===== config.mk =====
export PLATFORM = sky130hd
export DESIGN_NAME = pipe_ripple_adder
export DESIGN_NICKNAME = d
export VERILOG_FILES = /design/src/rtl/pipe_ripple_adder_pkg.sv /design/src/rtl/pipe_ripple_adder_slice.sv /design/src/rtl/pipe_ripple_adder.sv
export SDC_FILE = /design/constraint.sdc
export NUM_CORES = 1
export LEC_CHECK = 0
export BUFFER_PORTS_ARGS = -buffer_cell sky130_fd_sc_hd__buf_2
export CORE_ASPECT_RATIO = 1.4
export CORE_UTILIZATION = 55
export CTS_CLUSTER_DIAMETER = 200
export CTS_CLUSTER_SIZE = 8
export DETAILED_ROUTE_END_ITERATION = 7
export PLACE_DENSITY = 0.78
export SLEW_MARGIN = 20
export SYNTH_ARGS = -nofsm -noshare
export SYNTH_HDL_FRONTEND = slang
export SYNTH_SLANG_ARGS = --single-unit

===== constraint.sdc =====
create_clock -name clk -period 19.5 [get_ports clk]
set_clock_uncertainty 0.2 [all_clocks]
set_input_delay 4.875 -clock clk [delete_from_list [all_inputs] [get_ports clk]]
set_output_delay 4.875 -clock clk [all_outputs]
set_load 0.02 [all_outputs]

===== src/rtl/pipe_ripple_adder_pkg.sv =====
// Shared constants and elaboration helpers for the pipelined ripple adder.
// Pipeline registers are packed into flat "triangular" vectors: stage k
// keeps (k+1) finished sum slices and (STAGES-1-k) pending operand slices,
// so every stored bit is consumed downstream. The offset helpers below give
// each stage's position inside those vectors.
package adder_pkg;

    localparam int DEF_WIDTH  = 32;
    localparam int DEF_STAGES = 4;

    // Slice width handled by one stage.
    function automatic int slice_w(input int width, input int stages);
        return width / stages;
    endfunction

    // Legal configuration: 1..WIDTH stages that divide WIDTH evenly.
    function automatic bit width_ok(input int width, input int stages);
        return (stages >= 1) && (stages <= width) && ((width % stages) == 0);
    endfunction

    // Start of stage k's deskewed sum register (stage k holds sw*(k+1) bits).
    function automatic int sum_off(input int sw, input int k);
        return sw * ((k * (k + 1)) / 2);
    endfunction

    // Total bits of all deskewed sum registers.
    function automatic int sum_bits(input int sw, input int stages);
        return sw * ((stages * (stages + 1)) / 2);
    endfunction

    // Start of stage k's skewed operand register (holds sw*(stages-1-k) bits).
    function automatic int opd_off(input int sw, input int stages, input int k);
        return sw * (k * (stages - 1) - (k * (k - 1)) / 2);
    endfunction

    // Total bits of all skewed operand registers, never below one bit.
    function automatic int opd_bits(input int sw, input int stages);
        int n;
        n = sw * ((stages * (stages - 1)) / 2);
        return (n > 0) ? n : 1;
    endfunction

endpackage


===== src/rtl/pipe_ripple_adder_slice.sv =====
// adder_slice: combinational SW-bit ripple of full-adder cells. Exposes the
// carry into the top bit (c_msb) so the caller can derive signed overflow.
module adder_slice
    import adder_pkg::*;
#(
    parameter int SW = 8
) (
    input  logic [SW-1:0] a,
    input  logic [SW-1:0] b,
    input  logic          cin,
    output logic [SW-1:0] s,
    output logic          cout,
    output logic          c_msb
);

    logic [SW:0] c;

    // Ripple the carry through SW full-adder cells, LSB first.
    always_comb begin
        s    = '0;
        c    = '0;
        c[0] = cin;
        for (int i = 0; i < SW; i++) begin
            s[i]   = a[i] ^ b[i] ^ c[i];
            c[i+1] = (a[i] & b[i]) | (c[i] & (a[i] ^ b[i]));
        end
    end

    assign cout  = c[SW];
    assign c_msb = c[SW-1];

endmodule


===== src/rtl/pipe_ripple_adder.sv =====
// pipe_ripple_adder: WIDTH-bit ripple-carry adder split into STAGES slices,
// one slice per pipeline stage, carry registered between stages.
// Valid/ready on both sides with a single global stall: every stage moves
// only when the output register is empty or being drained.
// Optional feature macro: PIPE_ADDER_SUB_EN adds the `sub` port (a - b).
module pipe_ripple_adder
    import adder_pkg::*;
#(
    parameter int WIDTH  = DEF_WIDTH,
    parameter int STAGES = DEF_STAGES
) (
    input  logic             clk,
    input  logic             rst,
    input  logic             in_valid,
    output logic             in_ready,
    input  logic [WIDTH-1:0] a,
    input  logic [WIDTH-1:0] b,
    input  logic             cin,
`ifdef PIPE_ADDER_SUB_EN
    input  logic             sub,
`endif
    output logic             out_valid,
    input  logic             out_ready,
    output logic [WIDTH-1:0] s,
    output logic             cout,
    output logic             ovf
);

    localparam int SW       = slice_w(WIDTH, STAGES);
    localparam int SUM_BITS = sum_bits(SW, STAGES);
    localparam int OPD_BITS = opd_bits(SW, STAGES);
    localparam int LAST_SO  = sum_off(SW, STAGES - 1);

    if (!width_ok(WIDTH, STAGES)) begin : g_bad_cfg
        $error("pipe_ripple_adder: WIDTH must be a multiple of STAGES");
    end

    // Pipeline state, one entry (or one triangular segment) per stage.
    logic [STAGES-1:0]   vld_q, vld_d;
    logic [STAGES-1:0]   cy_q, cy_d;
    logic [SUM_BITS-1:0] sum_q, sum_d;
    logic [OPD_BITS-1:0] opa_q, opa_d;
    logic [OPD_BITS-1:0] opb_q, opb_d;
    logic                msb_q, msb_d;
    logic [STAGES-1:0]   slice_msb;
    logic                advance;

    // Operand B and carry-in as seen by the adder chain. Subtraction is
    // folded in here (invert B, force carry-in), so the mode travels with the
    // operands through the skew registers without a separate pipe bit.
    logic [WIDTH-1:0]    b_eff;
    logic                c0;

`ifdef PIPE_ADDER_SUB_EN
    assign b_eff = sub ? ~b : b;
    assign c0    = sub | cin;
`else
    assign b_eff = b;
    assign c0    = cin;
`endif

    assign advance   = !vld_q[STAGES-1] || out_ready;
    assign in_ready  = advance;
    assign out_valid = vld_q[STAGES-1];
    assign s         = sum_q[LAST_SO +: WIDTH];
    assign cout      = cy_q[STAGES-1];
    assign ovf       = msb_q ^ cy_q[STAGES-1];
    assign msb_d     = slice_msb[STAGES-1];

    for (genvar k = 0; k < STAGES; k++) begin : g_stg
        localparam int SO = sum_off(SW, k);
        localparam int SN = SW * (k + 1);
        localparam int OO = opd_off(SW, STAGES, k);
        localparam int ON = SW * (STAGES - 1 - k);

        logic [SW-1:0] sa, sb, ss;
        logic          sc, sco;

        if (k == 0) begin : g_head
            assign sa           = a[SW-1:0];
            assign sb           = b_eff[SW-1:0];
            assign sc           = c0;
            assign vld_d[0]     = in_valid;
            assign sum_d[0 +: SW] = ss;
            if (ON > 0) begin : g_skew
                assign opa_d[OO +: ON] = a[WIDTH-1:SW];
                assign opb_d[OO +: ON] = b_eff[WIDTH-1:SW];
            end
        end else begin : g_body
            localparam int PO  = opd_off(SW, STAGES, k - 1);
            localparam int PSO = sum_off(SW, k - 1);
            assign sa             = opa_q[PO +: SW];
            assign sb             = opb_q[PO +: SW];
            assign sc             = cy_q[k-1];
            assign vld_d[k]       = vld_q[k-1];
            // Deskew: previously finished low slices ride along below the new one.
            assign sum_d[SO +: SN] = {ss, sum_q[PSO +: SW*k]};
            if (ON > 0) begin : g_skew
                assign opa_d[OO +: ON] = opa_q[PO+SW +: ON];
                assign opb_d[OO +: ON] = opb_q[PO+SW +: ON];
            end
        end

        adder_slice #(.SW(SW)) u_slice (
            .a    (sa),
            .b    (sb),
            .cin  (sc),
            .s    (ss),
            .cout (sco),
            .c_msb(slice_msb[k])
        );

        assign cy_d[k] = sco;
    end

    if (STAGES == 1) begin : g_no_skew
        assign opa_d = '0;
        assign opb_d = '0;
    end

    // Shift the whole pipeline one stage whenever the output is free; on a
    // stall everything (including bubbles) holds in place.
    always_ff @(posedge clk or posedge rst) begin
        if (rst) begin
            vld_q <= '0;
            cy_q  <= '0;
            sum_q <= '0;
            opa_q <= '0;
            opb_q <= '0;
            msb_q <= 1'b0;
        end else if (advance) begin
            vld_q <= vld_d;
            cy_q  <= cy_d;
            sum_q <= sum_d;
            opa_q <= opa_d;
            opb_q <= opb_d;
            msb_q <= msb_d;
        end
    end

endmodule


# [Yosys cells after proc, flatten, opt, wreduce, memory -nomap -nowiden]
# Index checks and enable logic that the tools add are counted.
[totals] ff_bits=185 in_bits=69
[op_classes] bitwise=161 reduce_logical=2
[ops] operator="1-bit XOR" n=65
[ops] operator="1-bit AND" n=64
[ops] operator="1-bit OR" n=32
[ops] operator="1-bit zero test" n=1
[ops] operator="1-bit logical OR" n=1

# [Longest topological paths before layout]
# Gate-level depths: netlist of the first run.
[logic_depth] word_depth=17 ltp_mapped=13 ltp_nobuf=13

# [Modules after synthesis]
# A second synthesis of the first run with hierarchy kept.
[hier_totals] cells_unflattened=498 area_unflattened_um2=8494.4
[modules_own_cells] mod="pipe_ripple_adder" n_inst=1 cells_per_inst=426 area_each_um2=7703.6 seq_area_each_um2=4629.4
[modules_own_cells] mod="adder_slice" n_inst=4 cells_per_inst=18 area_each_um2=197.7 seq_area_each_um2=0.0

# [Worst setup path before layout of the first run]
# OpenSTA, ideal clock, no wires.
[synth_timing] path_kind="input to output" start="input out_ready" end="output in_ready" t_arrival_ps=5556 setup_slack_ps=8869 path_stages=5 path_buffers=4 path_cell_list="nand2b_1 > buf_2 > buf_6 > buf_6 > buf_6"
[synth_between] elab_chain_len=1
[synth_rtl] element="start, declared" line="pipe_ripple_adder.sv:23" text="input logic out_ready,"
[synth_rtl] element="1-bit logical OR" line="pipe_ripple_adder.sv:62" text="assign advance = !vld_q[STAGES-1] || out_ready;"
[synth_rtl] element="end, declared" line="pipe_ripple_adder.sv:15" text="output logic in_ready,"
# Every way passes these cells.

# [Worst setup path after layout of the first run]
# Ends and elaborated chain as after synthesis.

==> results.json, run 1 <==
{
  "status": "complete, no violations",
  "reg2reg_slack_ns": 15.14,
  "wl_um": 12900,
  "cp_max_fo": 69,
  "final_hold_viol_count": 0,
  "hpwlAfterDp_um": 8500,
  "die_w_um": 107,
  "path_cells": "buf_2, nand2b_4, buf_2",
  "fillers": 1131,
  "ctsResizeCount": 0,
  "max_slew_margin": 0.289,
  "fin_cells": 777,
  "placed_cell_area_mm2": 0.00876,
  "max-clock-path-buffers": 2,
  "drtPass1Iterations": 4,
  "synth_area_mm2": 0.00842,
  "num_rows": 53,
  "grt_overflow": 0,
  "area.growth.synth_to_final_pct": 11.4,
  "yosysSeqAreaShare": 0.550,
  "synthSimpleGateAreaFrac": 0.0113,
  "root_buffer": "clkbuf_16",
  "cts_tree": "done",
  "hold_end": "vld_q[3]$_DFFE_PP0P_",
  "crit_type": "input port to primary output",
  "rr_worst_depth": 12,
  "synthDistinctLibCells": 13,
  "layout_common_cells": "185 x dfrtp_1, 126 x mux2_4, 104 x buf_2, 47 x mux2_2, 32 x fa_1",
  "hold-path-cell-count": 1,
  "crit_family": "simple AND/OR/NAND/NOR gates",
  "synth.area.mux_share": 0.288,
  "grt_pass1_wl_um": 21500,
  "antenna_left": 0,
  "final_area_mm2": 0.00937,
  "r2r-end": "sum_q[23]$_DFFE_PP0P_",
  "required_ns": 14.43,
  "num_vias": 3918,
  "post_cts_buffers": 0,
  "synth_compound_area_frac": 0.00654,
  "crit_buf_inv": 2,
  "max_freq_ghz": 0.0873,
  "r2r_start": "cy_q[0]$_DFFE_PP0P_",
  "wl_per_cell_um": 16.6,
  "synthAdderAreaFrac": 0.0761,
  "period_share": 0.587,
  "track_usage": 0.177,
  "hp-class": "register to register",
  "drv_cap": 0,
  "layout.nets": 672,
  "cts_sinks": 185,
  "core-area_mm2": 0.0150,
  "numCtsBuffers": 17,
  "ios": 105,
  "synth_seq_cells": 185,
  "end_kind": "primary output",
  "setup_viol": 0,
  "drt_iter0_markers": 160,
  "path_clk_slew_ns": 0.07,
  "postSynthAreaPerCell_um2": 16.8,
  "arrival_ns": 6.38,
  "cellPowerDensity_mw_per_mm2": 172,
  "p_leak_nw": 4.59,
  "syn_nets": 601,
  "antenna_found_initial": 1,
  "startpoint_type": "input port",
  "finalWeightedCongestion": 0.742,
  "fin_setup_tns_ns": 0,
  "crit_slowest_cell": "nand2b_4",
  "netlist_instances": 500,
  "hold_buffers": 0,
  "cp_common_cell": "buf_2",
  "final_common_cell": "dfrtp_1",
  "whs_ns": 0.290,
  "io_buffers": 104,
  "regArea_mm2": 0.00463,
  "hp-start": "vld_q[2]$_DFFE_PP0P_",
  "synth_xor_area_frac": 0.00104,
  "worst_pin_slew_ns": 1.07,
  "drv_slew": 0,
  "grt_pass1_vias": 4256,
  "htreeDepth": 4,
  "post-place-cells": 744,
  "insertion_delay_ns": 0.42,
  "ir_drop_mv": 0.0662,
  "period_needed_ns": 11.45,
  "max_stage_delay_ns": 0.90,
  "yosysWarnings": 0,
  "start_util": 0.562,
  "drc_errors": 0,
  "synth_top_family_by_area": "multiplexers",
  "die_area_mm2": 0.0158,
  "drive_above_1_share": 0.538,
  "multi_input_area_mm2": 0.00323,
  "die_h_um": 148,
  "grt_max_degree": 104,
  "via_per_inst": 5.04,
  "rsz0062_at_grt": "no"
}
## sequential cells by signal, indices dropped and copies added (netlist names)
name / flops
sum_q: 80
opa_q: 48
opb_q: 48
cy_q: 4
vld_q: 4
msb_q: 1
## layout make-up
cell class,count,area share
sequential,185,0.494
multi-input combinational,230,0.344
timing repair buffer,107,0.0583
clock buffer,17,0.0454
tap,192,0.0256
clock inverter,15,0.0194
inverter,30,0.0128
antenna,1,0.000267
## where the power goes
group | switching [W] | internal, W | leakage, nW | total [W]
logic | 0.000239 | 0.000362 | 2.15 | 0.000601
clock network | 0.000158 | 0.000194 | 0.292 | 0.000352
registers | 0.000106 | 0.000553 | 2.15 | 0.000659
## through the flow
stage	worst slack, ns	utilization	total power, W
2_1_floorplan	8.87	-	0.00119
3_3_place_gp	8.05	0.585	0.00124
3_5_place_dp	8.02	0.585	0.00128
4_1_cts	8.02	0.625	0.00163
5_1_grt	7.93	0.625	0.00172
6_report	8.05	0.625	0.00161
## synthesized netlist by cell type
| master | instances | share of area |
|---|---|---|
| a21oi_1 | 11 | 0.0065 |
| fa_1 | 32 | 0.076 |
| buf_4 | 32 | 0.029 |
| dfrtp_1 | 185 | 0.55 |
| nor3b_1 | 11 | 0.0098 |
| buf_2 | 5 | 0.0030 |
| clkbuf_1 | 2 | 0.00089 |
| nand2b_1 | 2 | 0.0015 |
| mux2_4 | 126 | 0.22 |
| buf_6 | 16 | 0.021 |
| xor2_1 | 1 | 0.0010 |
| mux2_2 | 47 | 0.063 |
| inv_1 | 30 | 0.013 |
## worst max-delay path by stage
stage,from,end,slack [ns],depth (start not counted)
floorplan,out_ready,in_ready,8.87,5
global placement,out_ready,in_ready,8.05,3
detailed placement,out_ready,in_ready,8.02,3
CTS,out_ready,in_ready,8.02,3
global route,out_ready,in_ready,7.93,3
finish,out_ready,in_ready,8.05,3
## routing by layer
layer	vias to the layer above	GRT usage	wire length (um)
met2	77	0.282	6470
met4	0	0.0699	204
met1	2035	0.239	5830
met5	-	0	0
li1	1792	-	-
met3	14	0.0381	410
## logic make-up (layout without fill, tap and decap cells)
kind of cell | Yosys count | after routing
AND/OR/NAND/NOR | 13 | 13
buffers and inverters | 85 | 169
flip-flops | 185 | 185
XOR/XNOR | 1 | 1
other | 0 | 1
multiplexers | 173 | 173
adder cells (fa/ha/maj) | 32 | 32
AO/OA/AOI/OAI | 11 | 11
(Power assumes the default switching activity.)
==> run 2: changes to the inputs <==
- ABC_AREA: unset -> 1
- clock period: 19.5 -> 11.9 ns (I/O delays scaled with it)
==> results.json, run 2 <==
{
  "finalWeightedCongestion": 0.774,
  "io_buffers": 104,
  "ys_async_sr_fraction": 1.00,
  "synth_area_leaders": "dfrtp_1 55%, nand2_1 16%, nand3_1 11%, fa_1 7.6%, buf_4 3.9%",
  "end_kind": "primary output",
  "crit_slowest_cell": "inv_6",
  "syn_nets": 1009,
  "yosysSeqAreaShare": 0.549,
  "wl_um": 16300,
  "drive_above_1_share": 0.149,
  "max-clock-path-buffers": 2,
  "drv_cap": 0,
  "p_int_w": 0.00156,
  "final_common_cell": "nand2_1",
  "layout.nets": 1043,
  "drc_errors": 0,
  "largest-register": "sum_q",
  "track_usage": 0.218,
  "insertion_delay_ns": 0.42,
  "root_buffer": "clkbuf_16",
  "grt_pass1_wl_um": 27400,
  "largest_reg_flops": 80,
  "pwr-share-seq": 0.437,
  "layout_setup_ws_ns": 4.40,
  "yosys.area.top_type": "dfrtp_1",
  "startpoint_type": "input port",
  "cellPowerDensity_mw_per_mm2": 275,
  "comb_power_share": 0.324,
  "max_stage_delay_ns": 0.45,
  "worst_pin_slew_ns": 1.07,
  "synth_seq_cells": 185,
  "num_vias": 5915,
  "yosysWarnings": 0,
  "placed_cell_area_mm2": 0.00857,
  "area.growth.synth_to_final_pct": 9.12,
  "final_hold_viol_count": 0,
  "setup_viol": 0,
  "wl_per_cell_um": 14.2,
  "final_area_mm2": 0.00921,
  "clkPwrFrac": 0.239,
  "fillers": 1275,
  "ios": 105,
  "fin_setup_tns_ns": 0,
  "die_h_um": 149,
  "hpwlAfterDp_um": 9680,
  "drtPass1Iterations": 5,
  "p_leak_nw": 5.04,
  "max_freq_ghz": 0.133,
  "postSynthAreaPerCell_um2": 9.29,
  "p_sw_w": 0.000968,
  "ir_drop_mv": 0.116,
  "grt_pass1_vias": 5685,
  "rsz0062_at_grt": "no",
  "synth_common_cells": "369 x nand2_1, 185 x dfrtp_1, 184 x nand3_1",
  "netlist_instances": 908,
  "synthDistinctLibCells": 12,
  "hp-class": "register to register",
  "power.total_w": 0.00253,
  "grt_max_degree": 116,
  "top_regs": "sum_q (80), opa_q (48), opb_q (48)",
  "num_rows": 53,
  "period_share": 0.630,
  "layout_common_cells": "369 x nand2_1, 184 x nand3_1, 184 x dfrtp_1, 104 x buf_2, 41 x inv_1",
  "ctsResizeCount": 0,
  "diodes": 0,
  "max_slew_margin": 0.287,
  "via_per_inst": 5.16,
  "whs_ns": 0.267,
  "p_sw_frac": 0.383,
  "hold_buffers": 0,
  "path_clk_slew_ns": 0.07,
  "cp_common_cell": "buf_2",
  "cp_max_fo": 87,
  "cts_sinks": 185,
  "status": "complete, no violations",
  "die_w_um": 107,
  "antenna_found_initial": 0,
  "antenna_left": 0,
  "synthFlopType": "dfrtp_1",
  "synth_top_cell_area_share": 0.549,
  "post_cts_buffers": 0,
  "arrival_ns": 4.32,
  "synth_most_common_cell": "nand2_1",
  "synth_area_mm2": 0.00844,
  "htreeDepth": 4,
  "drv_slew": 0,
  "dp_slack_ns": 4.40,
  "numCtsBuffers": 17,
  "drt_iter0_markers": 484,
  "cts_tree": "done",
  "die_area_mm2": 0.0158,
  "synth_enable_flop_cells": 0,
  "grt_overflow": 0,
  "start_util": 0.563,
  "required_ns": 8.73,
  "period_needed_ns": 7.50,
  "core-area_mm2": 0.0150,
  "crit_type": "input port to primary output",
  "path_cells": "buf_2, inv_6, nand2_8, buf_2"
}
-- run 2: cell types whose count changed after synthesis, sizes merged --
cell	previous run	this run
nand2b	2	0
inv	30	43
nor3b	11	0
clkbuf	2	1
nand2	0	370
nand3	0	184
a21oi	11	0
mux2	173	0
buf	53	92
-- run 2: worst paths after layout --
path	startpoint	endpoint	slack [ns]	cells after the start
setup / recovery	out_ready	in_ready	4.40	4
hold / removal	opa_q[16]$_DFFE_PP0P_	opa_q[32]$_DFFE_PP0P_	0.27	2
setup reg to reg	cy_q[0]$_DFFE_PP0P_	sum_q[23]$_DFFE_PP0P_	7.44	14
hold reg to reg	opa_q[16]$_DFFE_PP0P_	opa_q[32]$_DFFE_PP0P_	0.27	2
max in group asynchronous	rst	vld_q[3]$_DFFE_PP0P_	7.54	3
min in group asynchronous	rst	sum_q[8]$_DFFE_PP0P_	2.47	2
-- run 2: layer usage --
| metal | global-route usage | up-vias | part of all wire |
|---|---|---|---|
| met5 | 0 | - | 0 |
| met1 | 0.306 | 2891 | 0.44 |
| li1 | - | 2883 | - |
| met2 | 0.350 | 125 | 0.51 |
| met3 | 0.0381 | 16 | 0.031 |
| met4 | 0.0658 | 0 | 0.013 |
-- run 2: cells by family after synthesis --
group,after synthesis,synth area share
simple gates,554,0.275
fa+ha+maj,32,0.0759
flops,185,0.549
buf+inv,136,0.0998
xor+xnor,1,0.00104
-- run 2: worst max-delay path: cells and delay by family --
| family | cells | cell delay, ns |
|---|---|---|
| buf+inv | 3 | 0.88 |
| simple gates | 1 | 0.45 |
-- run 2: power by group through the flow --
stage          sequential (W)  clock, W  combinational [W]
2_1_floorplan         0.00103         0           0.000776
3_3_place_gp          0.00110         0           0.000794
3_5_place_dp          0.00112         0           0.000821
4_1_cts               0.00111  0.000614           0.000836
5_1_grt               0.00114  0.000640           0.000947
6_report              0.00111  0.000603           0.000820
-- run 2: layout make-up --
type	count	area, um^2	share of cell area
tap	192	240	0.0261
timing repair buffer	108	551	0.0598
sequential	185	4630	0.503
inverter	43	174	0.0189
multi-input combinational	587	2980	0.323
clock inverter	12	188	0.0204
clock buffer	20	447	0.0485
-- run 2: through the flow --
step                      instances  utilization
final                          1147        0.614
after global routing           1147        0.614
after CTS                      1147        0.614
after detailed placement       1115        0.572
after global placement         1115        0.572
after floorplan                 908            -
==> run 3: changes to the inputs <==
- ABC_AREA: 1 -> 0
- clock period: 11.9 -> 7.4 ns (I/O delays scaled with it)
==> results.json, run 3 (synthesis gave the netlist of run 1 again) <==
{
  "status": "complete, no violations",
  "rr_worst_depth": 12,
  "insertion_delay_ns": 0.43,
  "top_regs": "sum_q (80), opa_q (48), opb_q (48)",
  "root_buffer": "clkbuf_16",
  "crit_type": "input port to register",
  "max_freq_ghz": 0.195,
  "endpoint": "sum_q[7]$_DFFE_PP0P_",
  "finalWeightedCongestion": 0.737,
  "max_stage_delay_ns": 0.43,
  "end_kind": "register",
  "period_needed_ns": 5.12,
  "die_h_um": 148,
  "wl_um": 13000,
  "ios": 105,
  "cts_tree": "done",
  "io_buffers": 104,
  "grt_max_degree": 105,
  "wl_met3_um": 499,
  "setup_viol": 0,
  "fin_setup_tns_ns": 0,
  "die_area_mm2": 0.0158,
  "die_w_um": 107,
  "start_util": 0.562,
  "path_depth": 13,
  "core-area_mm2": 0.0150,
  "drc_errors": 0,
  "p_leak_nw": 4.57,
  "r2r_start": "cy_q[0]$_DFFE_PP0P_",
  "antenna_left": 0,
  "antenna_found_initial": 0,
  "hp-class": "register to register",
  "track_usage": 0.182,
  "reg2reg_slack_ns": 3.04,
  "final_area_mm2": 0.00933,
  "cp-startpoint": "a[0]",
  "largest-register": "sum_q",
  "max_slew_margin": 0.283,
  "grt_overflow": 0,
  "route.met2.wl_um": 6580,
  "crit_buf_inv": 4,
  "path_clk_slew_ns": 0.06,
  "diodes": 0,
  "startpoint_type": "input port",
  "hold_buffers": 0,
  "required_ns": 7.54,
  "cellPowerDensity_mw_per_mm2": 450,
  "crit_slowest_cell": "fa_1",
  "layout.nets": 673,
  "num_rows": 53,
  "max-clock-path-buffers": 2,
  "grt_pass1_wl_um": 21900,
  "met1_length_um": 5720,
  "post_cts_buffers": 0,
  "drive_above_1_share": 0.532,
  "largest_reg_flops": 80,
  "cp_max_fo": 1,
  "numCtsBuffers": 17,
  "period_share": 0.692,
  "cp_common_cell": "fa_1",
  "htreeDepth": 4,
  "rsz0062_at_grt": "no",
  "final_hold_viol_count": 0,
  "hp-start": "vld_q[2]$_DFFE_PP0P_",
  "r2r-end": "sum_q[23]$_DFFE_PP0P_",
  "arrival_ns": 5.26,
  "drt_iter0_markers": 179,
  "worst_pin_slew_ns": 1.08,
  "hold-path-cell-count": 1,
  "hpwlAfterDp_um": 8590,
  "drv_cap": 0,
  "path_cells": "buf_2, fa_1, inv_1, fa_1, inv_1, fa_1, fa_1, fa_1, fa_1, fa_1, inv_1, fa_1, a21oi_1",
  "layout_common_cells": "185 x dfrtp_1, 126 x mux2_4, 104 x buf_2, 47 x mux2_2, 32 x fa_1",
  "ctsResizeCount": 0,
  "cts_sinks": 185,
  "placed_cell_area_mm2": 0.00877,
  "num_vias": 3928,
  "area.growth.synth_to_final_pct": 10.9,
  "via_per_inst": 5.07,
  "crit_family": "adder cells",
  "wl_per_cell_um": 16.8,
  "top_layer_used": "met4",
  "final_common_cell": "dfrtp_1",
  "grt_pass1_vias": 4287,
  "ir_drop_mv": 0.220,
  "drv_slew": 0,
  "drtPass1Iterations": 4
}
## run 3: cell types whose count changed in the layout (fill, tap and decap cells not counted), moves of 12 or more
cell,before,now
nand3_1,184,0
mux2_4,0,126
mux2_2,0,47
nand2_1,369,0
inv_1,41,29
## run 3: how the worst min path moves through the flow
stage / to
6_report: vld_q[3]$_DFFE_PP0P_
5_1_grt: vld_q[3]$_DFFE_PP0P_
4_1_cts: vld_q[3]$_DFFE_PP0P_
3_5_place_dp: vld_q[3]$_DFFE_PP0P_
3_3_place_gp: vld_q[3]$_DFFE_PP0P_
2_1_floorplan: vld_q[3]$_DFFE_PP0P_
## run 3: layer usage
layer | up-vias | global-route usage
met5 | - | 0
met4 | 0 | 0.0685
met3 | 17 | 0.0517
met2 | 79 | 0.288
met1 | 2048 | 0.240
li1 | 1784 | -
## run 3: worst reg2reg max path: cells and delay by family (launching register included)
kind,cells,cell delay [ns]
adder cells (fa/ha/maj),8,3.31
flip-flops,1,0.41
buffers and inverters,3,0.23
AO/OA/AOI/OAI,1,0.12
## run 3: through the flow
| step | hold slack [ns] | total power (W) | std cells | worst slack (ns) | utilization |
|---|---|---|---|---|---|
| global placement | 0.255 | 0.00327 | 745 | 1.94 | 0.585 |
| global route | 0.307 | 0.00446 | 775 | 2.13 | 0.623 |
| finish | 0.280 | 0.00420 | 775 | 2.28 | 0.623 |
| CTS | 0.282 | 0.00426 | 775 | 2.28 | 0.623 |
| detailed placement | 0.262 | 0.00336 | 745 | 1.87 | 0.585 |
| floorplan | 0.235 | 0.00313 | 500 | 0.321 | - |
## run 3: area by class of cell
type	instances	area [um^2]
Clock buffer	22	464
Multi-Input combinational cell	230	3230
Timing Repair Buffer	108	554
Inverter	30	120
Fill cell	1152	5650
Sequential cell	185	4630
Clock inverter	8	97.6
Tap cell	192	240
## run 3: power breakdown
group,internal (W),switching (W),total [W],leakage [nW]
combinational,0.000952,0.000630,0.00158,2.15
clock,0.000510,0.000365,0.000874,0.268
sequential,0.00146,0.000282,0.00174,2.15
